<file path="src/rtl/srm_controller.sv">
// Control FSM for the Simple RISC Machine: fetches, decodes and sequences each
// instruction through the datapath, and owns the single memory port.
module srm_controller #(
    parameter int unsigned TIMEOUT = 16
) (
    input  logic       clk,
    input  logic       rst,
    input  logic [2:0] opcode,
    input  logic [1:0] op,
    input  logic       mem_ready,
    output logic       mem_req,
    output logic       mem_we,
    output logic       addr_sel,
    output logic       load_ir,
    output logic       reset_pc,
    output logic       load_pc,
    output logic       load_addr,
    output logic       loada,
    output logic       loadb,
    output logic       loadc,
    output logic       loads,
    output logic       asel,
    output logic       bsel,
    output logic [1:0] vsel,
    output logic [2:0] nsel,
    output logic       write,
    output logic       retire,
    output logic       halted,
    output logic       illegal,
    output logic       bus_err
);

    localparam int CW = (TIMEOUT > 1) ? $clog2(TIMEOUT) : 1;
    localparam logic [CW-1:0] LAST = CW'(TIMEOUT - 1);

    typedef enum logic [4:0] {
        S_RST, S_IF1, S_UPC, S_DEC, S_WIMM, S_GETA, S_GETB, S_EXEC, S_CMP,
        S_WBC, S_ADDR, S_LDA, S_MRD, S_GETD, S_PASS, S_MWR, S_HALT
    } state_t;

    state_t          state_q, state_d;
    logic            illegal_q, illegal_d;
    logic            bus_err_q, bus_err_d;
    logic [CW-1:0]   wait_cnt_q, wait_cnt_d;
    logic            in_mem_state;
    logic            timeout_hit;

    // Next-state logic; IR fields stay stable for the whole instruction, so
    // later states re-read opcode/op instead of keeping a decoded copy.
    always_comb begin
        state_d      = state_q;
        illegal_d    = illegal_q;
        bus_err_d    = bus_err_q;
        wait_cnt_d   = '0;
        in_mem_state = (state_q == S_IF1) || (state_q == S_MRD) || (state_q == S_MWR);
        if (in_mem_state && !mem_ready) begin
            wait_cnt_d = wait_cnt_q + CW'(1'b1);
        end
        timeout_hit = (TIMEOUT != 0) && in_mem_state && !mem_ready && (wait_cnt_q == LAST);

        case (state_q)
            S_RST:  state_d = S_IF1;
            S_IF1:  if (mem_ready) state_d = S_UPC;
            S_UPC:  state_d = S_DEC;
            S_DEC: begin
                casez ({opcode, op})
                    5'b110_10: state_d = S_WIMM;
                    5'b110_00: state_d = S_GETB;
                    5'b101_??: state_d = S_GETA;
                    5'b011_00: state_d = S_GETA;
                    5'b100_00: state_d = S_GETA;
                    5'b111_00: state_d = S_HALT;
                    default: begin
                        state_d   = S_HALT;
                        illegal_d = 1'b1;
                    end
                endcase
            end
            S_WIMM: state_d = S_IF1;
            S_GETA: state_d = (opcode == 3'b101) ? S_GETB : S_ADDR;
            S_GETB: state_d = ({opcode, op} == 5'b101_01) ? S_CMP : S_EXEC;
            S_EXEC: state_d = S_WBC;
            S_CMP:  state_d = S_IF1;
            S_WBC:  state_d = S_IF1;
            S_ADDR: state_d = S_LDA;
            S_LDA:  state_d = (opcode == 3'b011) ? S_MRD : S_GETD;
            S_MRD:  if (mem_ready) state_d = S_IF1;
            S_GETD: state_d = S_PASS;
            S_PASS: state_d = S_MWR;
            S_MWR:  if (mem_ready) state_d = S_IF1;
            S_HALT: state_d = S_HALT;
            default: state_d = S_RST;
        endcase

        if (timeout_hit) begin
            state_d    = S_HALT;
            bus_err_d  = 1'b1;
            wait_cnt_d = '0;
        end
    end

    always_ff @(posedge clk) begin
        if (rst) begin
            state_q    <= S_RST;
            illegal_q  <= 1'b0;
            bus_err_q  <= 1'b0;
            wait_cnt_q <= '0;
        end else begin
            state_q    <= state_d;
            illegal_q  <= illegal_d;
            bus_err_q  <= bus_err_d;
            wait_cnt_q <= wait_cnt_d;
        end
    end

    // Moore decode of the datapath controls; only the memory states look at mem_ready.
    always_comb begin
        mem_req   = 1'b0;
        mem_we    = 1'b0;
        addr_sel  = 1'b0;
        load_ir   = 1'b0;
        reset_pc  = 1'b0;
        load_pc   = 1'b0;
        load_addr = 1'b0;
        loada     = 1'b0;
        loadb     = 1'b0;
        loadc     = 1'b0;
        loads     = 1'b0;
        asel      = 1'b0;
        bsel      = 1'b0;
        vsel      = 2'b00;
        nsel      = 3'b000;
        write     = 1'b0;
        retire    = 1'b0;
        halted    = 1'b0;
        case (state_q)
            S_RST: begin
                reset_pc = 1'b1;
                load_pc  = 1'b1;
            end
            S_IF1: begin
                mem_req  = 1'b1;
                addr_sel = 1'b1;
                load_ir  = mem_ready;
            end
            S_UPC:  load_pc = 1'b1;
            S_WIMM: begin
                vsel   = 2'b10;
                nsel   = 3'b100;
                write  = 1'b1;
                retire = 1'b1;
            end
            S_GETA: begin
                nsel  = 3'b100;
                loada = 1'b1;
            end
            S_GETB: begin
                nsel  = 3'b001;
                loadb = 1'b1;
            end
            S_EXEC: begin
                loadc = 1'b1;
                asel  = (opcode == 3'b110);
            end
            S_CMP: begin
                loads  = 1'b1;
                retire = 1'b1;
            end
            S_WBC: begin
                vsel   = 2'b00;
                nsel   = 3'b010;
                write  = 1'b1;
                retire = 1'b1;
            end
            S_ADDR: begin
                bsel  = 1'b1;
                loadc = 1'b1;
            end
            S_LDA:  load_addr = 1'b1;
            S_MRD: begin
                mem_req = 1'b1;
                vsel    = 2'b11;
                nsel    = 3'b010;
                write   = mem_ready;
                retire  = mem_ready;
            end
            S_GETD: begin
                nsel  = 3'b010;
                loadb = 1'b1;
            end
            S_PASS: begin
                asel  = 1'b1;
                loadc = 1'b1;
            end
            S_MWR: begin
                mem_req = 1'b1;
                mem_we  = 1'b1;
                retire  = mem_ready;
            end
            S_HALT: halted = 1'b1;
            default: ;
        endcase
    end

    assign illegal = illegal_q;
    assign bus_err = bus_err_q;

endmodule

</file>
<file path="config.mk">
export PLATFORM = sky130hd
export DESIGN_NAME = srm_controller
export DESIGN_NICKNAME = d
export VERILOG_FILES = /design/src/rtl/srm_controller.sv
export SDC_FILE = /design/constraint.sdc
export NUM_CORES = 1
export LEC_CHECK = 0
export ABC_AREA = 1
export CORE_ASPECT_RATIO = 0.9
export CORE_MARGIN = 2
export CORE_UTILIZATION = 40
export DETAILED_ROUTE_END_ITERATION = 8
export GPL_TIMING_DRIVEN = 0
export HOLD_SLACK_MARGIN = 0.06
export PLACE_DENSITY_LB_ADDON = 0.15
export SYNTH_ARGS = -nofsm -noshare
export SYNTH_HDL_FRONTEND = slang
export SYNTH_SLANG_ARGS = --single-unit
</file>
<file path="constraint.sdc">
create_clock -name clk -period 1.9 [get_ports clk]
set_input_delay 0.57 -clock clk [delete_from_list [all_inputs] [get_ports clk]]
set_output_delay 0.57 -clock clk [all_outputs]
set_load 0.1 [all_outputs]
</file>
**Yosys cells after proc, flatten, opt, wreduce, memory -nomap -nowiden**

Cells that the tools add are included.

- Shift operators: 0
- Multiply operators: 0
- Reductions and logical operators: 23
- Divide/modulo/power cells: 0
- Muxes and demuxes: 26
- Bitwise gates (word level): 2
- Magnitude comparators: 0
- Equality and inequality tests: 30
- $add $sub $neg: 1

Operators by type and width:

| kind | number |
|---|---|
| 5-bit case mux with 13 select lines | 1 |
| 5-bit by 4-bit == test with 1-bit output, second input constant | 9 |
| 5-bit == test, second input constant | 6 |
| 5-bit by 3-bit == test with 1-bit output, second input constant | 4 |
| 3-bit OR reduction | 6 |
| 5-bit 2-to-1 mux | 3 |
| 5-bit case mux with 3 select lines | 1 |
| 1-bit 2-to-1 mux | 14 |
| 2-bit OR reduction | 6 |
| 5-bit by 2-bit == test with 1-bit output, second input constant | 2 |
| 3-bit case mux with 3 select lines | 1 |
| 4-bit 2-to-1 mux | 2 |
| 3-bit == test, second input constant | 2 |
| 1-bit case mux with 2 select lines | 3 |
| 2-bit AND reduction | 3 |
| 6-bit OR reduction | 1 |
| 5-bit by 1-bit == test with 1-bit output, second input constant | 1 |
| 5-bit logical NOT | 1 |
| 4-bit by 1-bit adder with 4-bit output, second input constant | 1 |
| 4-bit == test, second input constant | 1 |
| 2-bit case mux with 2 select lines | 1 |
| 4-bit OR reduction | 1 |
| 3-bit by 2-bit == test with 1-bit output, second input constant | 1 |
| 3-bit by 1-bit != test with 1-bit output, second input constant | 1 |
| 7 further kinds | 10 |

- Latch bits: 0
- Output and inout port bits: 23
- Memories kept: 0
- Word-level logic and storage cells: 87
- Memory bits (writable): 0
- ROM bits: 0
- Register bits: 11

**Depth between registers and ports, before layout**

Gate-level depths: netlist of run 1.

- Word-level depth: 7
- Mapped depth: 9

**Least setup slack after synthesis of run 1**

OpenSTA, ideal clock, no wires.

- Path kind: register to output
- Start: register state_q[0]
- End: output port asel
- Stages on the path, launching flop included: 5
- Arrival time: 2.928 ns
- Buffers on the path: 0
- Data required time: 1.330 ns
- Slack: -1.598 ns
- Cells stage by stage: dfxtp_1 -> nand2_2 -> inv_1 -> nand3_1 -> o21ai_0

- Longest elaborated chain between the ends: 2
- Elaborated cells on any way between the ends: 3

Ends and longest elaborated chain:

| item | line | RTL |
|---|---|---|
| from (decl) | 41 | `state_t state_q, state_d;` |
| from (signal assigned) | 109 | `state_q <= state_d;` |
| 5-bit by 4-bit == test with 1-bit output or 5-bit by 3-bit == test with 1-bit output (tied branches) | 136 | `case (state_q)` |
| 1-bit case mux with 2 select lines * | 136 |  |
| to (decl) | 22 | `output logic asel,` |

Mark *: on every way between the ends. The rest lies on a longest branch, timed or not.

**Worst setup path in the final report of run 1**

- Start: register state_q[1]
- End: output port retire

- Longest elaborated chain between the ends: 3
- Elaborated cells on any way between the ends: 8

Ends and longest elaborated chain:

| item | line | RTL |
|---|---|---|
| 5-bit by 4-bit == test with 1-bit output or 5-bit by 3-bit == test with 1-bit output (tied branches) | 136 |  |
| 3-bit OR reduction (no line) or 2-bit OR reduction (tied branches) | -- |  |
| 1-bit case mux with 2 select lines * | 136 |  |
| to (decl) | 27 | `output logic retire,` |

Marks and branches as above.

==> results of run 1 <==
[tightest hold or removal path, cell delays in order (launching register included)]
cell and delay [ps]:
dfxtp_1 310, inv_1 40, a21oi_1 50
[kinds of logic after synthesis]
| kind of cell | Yosys count | synth area share |
|---|---|---|
| AOI/OAI and AO/OA | 17 | 0.1111 |
| xor gates and xnor gates | 2 | 0.01830 |
| adders and majority gates | 1 | 0.01307 |
| buffers and inverters | 33 | 0.1346 |
| DFF | 11 | 0.2301 |
| and+or+nand+nor | 95 | 0.4928 |
[state kept, by name, indices dropped and copies added (netlist names)]
register    count
wait_cnt_q      4
bus_err         1
illegal         1
state_q         5
[cell type report]
class	instances	area share
multi-input combinational	115	0.4436
tap	27	0.01790
sequential	11	0.1247
timing repair buffer	49	0.3103
inverter	31	0.07560
buffer	2	0.01393
clock buffer	4	0.01393
[cell usage in the layout, fill, tap and decap left out, types with 2 or more instances in the layout]
master,Yosys,final
dfxtp_4,0,4
a21oi_1,6,6
dfxtp_1,11,7
nand3_4,1,7
o21ai_0,5,3
buf_4,1,22
o21ai_1,1,2
inv_1,28,17
dlygate4sd2_1,0,4
nor2_1,25,19
inv_2,3,5
clkdlybuf4s15_2,0,2
nand3_1,19,10
buf_6,0,3
buf_8,0,3
nand2_2,1,3
nor3_4,0,2
buf_12,0,14
clkbuf_4,0,3
clkinvlp_4,0,3
nand2_4,1,4
inv_4,0,6
nand3_2,2,5
clkdlybuf4s50_1,0,3
nand2_1,33,27
nor2_4,5,12
[metal layers]
layer,vias to the layer above,GRT usage,share of wire
met4,0,0.06504,0.033
li1,616,-,-
met2,49,0.3810,0.52
met5,-,0,0
met1,593,0.2819,0.41
met3,15,0.01546,0.043
[power by group through the flow]
stage / registers, µW / clock network (µW) / logic, µW
global route: 325 / 170 / 1730
detailed placement: 311 / 0 / 1210
floorplan: 325 / 0 / 964
global placement: 309 / 0 / 1200
finish: 320 / 152 / 1670
CTS: 323 / 156 / 1420
[metrics by stage]
| step | setup WS (ps) | cell area (µm²) | hold WS [ps] | power (µW) |
|---|---|---|---|---|
| 2_1_floorplan | -815.3 | 1070 | 417.5 | 1289 |
| 3_3_place_gp | -1224 | 1404 | 430.0 | 1514 |
| 3_5_place_dp | -1259 | 1404 | 434.7 | 1525 |
| 4_1_cts | -167.4 | 1707 | 450.3 | 1897 |
| 5_1_grt | -231.4 | 1887 | 470.4 | 2226 |
| 6_report | -167.3 | 1887 | 453.3 | 2143 |
[how the worst max path moves through the flow]
stage                     from      to  depth (start not counted)  slack (ps)
CTS                 state_q[1]  retire                          7        -170
finish              state_q[1]  retire                          6        -170
global route        state_q[1]   write                          5        -230
floorplan           state_q[1]   write                          4        -820
detailed placement   opcode[0]    asel                          5       -1260
global placement     opcode[1]    asel                          4       -1220
[repair_timing]
item / in CTS / in global routing
gates cloned: 0 / 0
gates resized for setup: 204 / 28
setup endpoints to repair: 23 / 20
pin swaps: 11 / 13
buffers inserted: 9 / 10
==> impl_metrics.yaml, run 1 <==
worst_hold_path:
  min_path_type: "register to register"
  hold_end: "bus_err"
  hold_depth: 2
  min-delay-start: "bus_err"
cts:
  path_clk_slew_ps: 70
  clk_path_buf_depth: 2
  clock_latency_ps: 250
  ctsHoldBuffers: 0
  clock-root-buffer: "clkbuf_4"
  htreeDepth: 1
  numCtsBuffers: 3
  cts_tree: "done"
  clock_sinks: 11
sta:
  worstMarginPinSlew_ps: 545.3
  finalClockSkew_ps: 3.751
  fin_crit_ps: 2067
  maxSlewViolCount: 0
  period_share: 1.088
  max_slew_margin: 0.6382
  max_freq_ghz: 0.4837
  rsz0062_at_grt: "true"
  finalHoldViolations: 0
  setup_viol: 16
  layout_setup_ws_ps: -167.3
  fin_tns_setup_ps: -1494
grt:
  grt_max_degree: 11
  track_usage: 0.2157
  grt_pass1_vias: 1080
  grt_overflow: 0
  antenna_found_initial: 0
  grt_first_pass_wirelength_um: 4892
logic_synthesis:
  synth.most_common_cell: "nand2_1"
  syn_avg_cell_area_um2: 6.020
  synth_cell_types: 29
  syn_area_um2: 957.2
  ys_seq_area_frac: 0.2301
  synth.ff_latch_count: 11
  synth_common_cells: "nand2_1, inv_1, nor2_1"
  netlist_instances: 159
  yosysTopAreaCell: "dfxtp_1"
  yosys_warnings: 0
  ys_async_sr_fraction: 0
  synth_ff_type: "dfxtp_1"
  synthTopCellsByArea: "dfxtp_1, nand2_1, inv_1, nand3_1, nor2_1"
  yosys.area.top_type_share: 0.2301
  syn-num-nets: 168
  synth_edf_count: 0
floorplanning:
  die_w_um: 55.57
  start_util: 0.4307
  rows: 16
  die-area_um2: 2801
  die_h_um: 50.41
  io-pin-count: 31
  coreArea_um2: 2222
place:
  hpwl_um: 2063
  place_inst: 216
  port-buffer-count: 30
  place.gp.congestion: 0.8657
setup_path:
  reg2reg_slack_ps: 230
  worst_setup_path_end_kind: "output port"
  slowest_delay_ps: 310
  crit_fanout: 8
  startpoint_type: "register"
  cp.required_ps: 1330
  critPathKind: "register to output port"
  critPathBufInv: 2
  cpMaxStageDelayCell: "dfxtp_1"
  rr_worst_depth: 8
  cp_top_family: "simple AND/OR/NAND/NOR gates"
  timing.rr.end: "state_q[3]"
  r2r_start: "state_q[2]"
  path_cells: "buf_6, nor2_4, nand3_1, nand2_2, o21bai_4, buf_12"
  crit_arrival_ps: 1500
layout:
  multiInputGateArea_um2: 837.1
  fin_util: 0.8491
  layout.nets: 222
  num_antenna_cells: 0
  fillers: 122
  seqCellArea_um2: 235.2
  drive_gt1_frac: 0.4858
  fin_cells: 239
  syn2layout_area_growth_pct: 97.12
pwr:
  p_sw_frac: 0.5642
  power.density_nw_per_um2: 1136
  p_leak_uw: 0.0008671
  pwr-share-comb: 0.780
  clkPwrFrac: 0.071
  seq_power_share: 0.150
  peakVddDrop_uv: 1169
  p_sw_uw: 1209
  internal_power_uw: 933.9
routing:
  viasPerCell: 5.326
  avgRoutedWirePerCell_um: 14.91
  drt_iter0_markers: 41
  wirelength_um: 3564
  first_pass_iters: 4
  route.detailed.drc: 0
  vias: 1273
  detail-route-antenna-nets: 0
outcome:
  violations: "negative setup slack"
  outcome: "finished, violations left"
flow_run:
  drv_cap: 0
Note: power is estimated with default switching activity, not from simulation.
==> run 2, diff against run 1 <==
--- a/config.mk
+++ b/config.mk
@@ -9,6 +9,7 @@
 export CORE_ASPECT_RATIO = 0.9
 export CORE_MARGIN = 2
 export CORE_UTILIZATION = 40
+export CTS_CLUSTER_SIZE = 16
 export DETAILED_ROUTE_END_ITERATION = 8
 export GPL_TIMING_DRIVEN = 0
 export HOLD_SLACK_MARGIN = 0.06
==> results of run 2 <==
Final layout, timing and power as in run 1 (identical DEF).
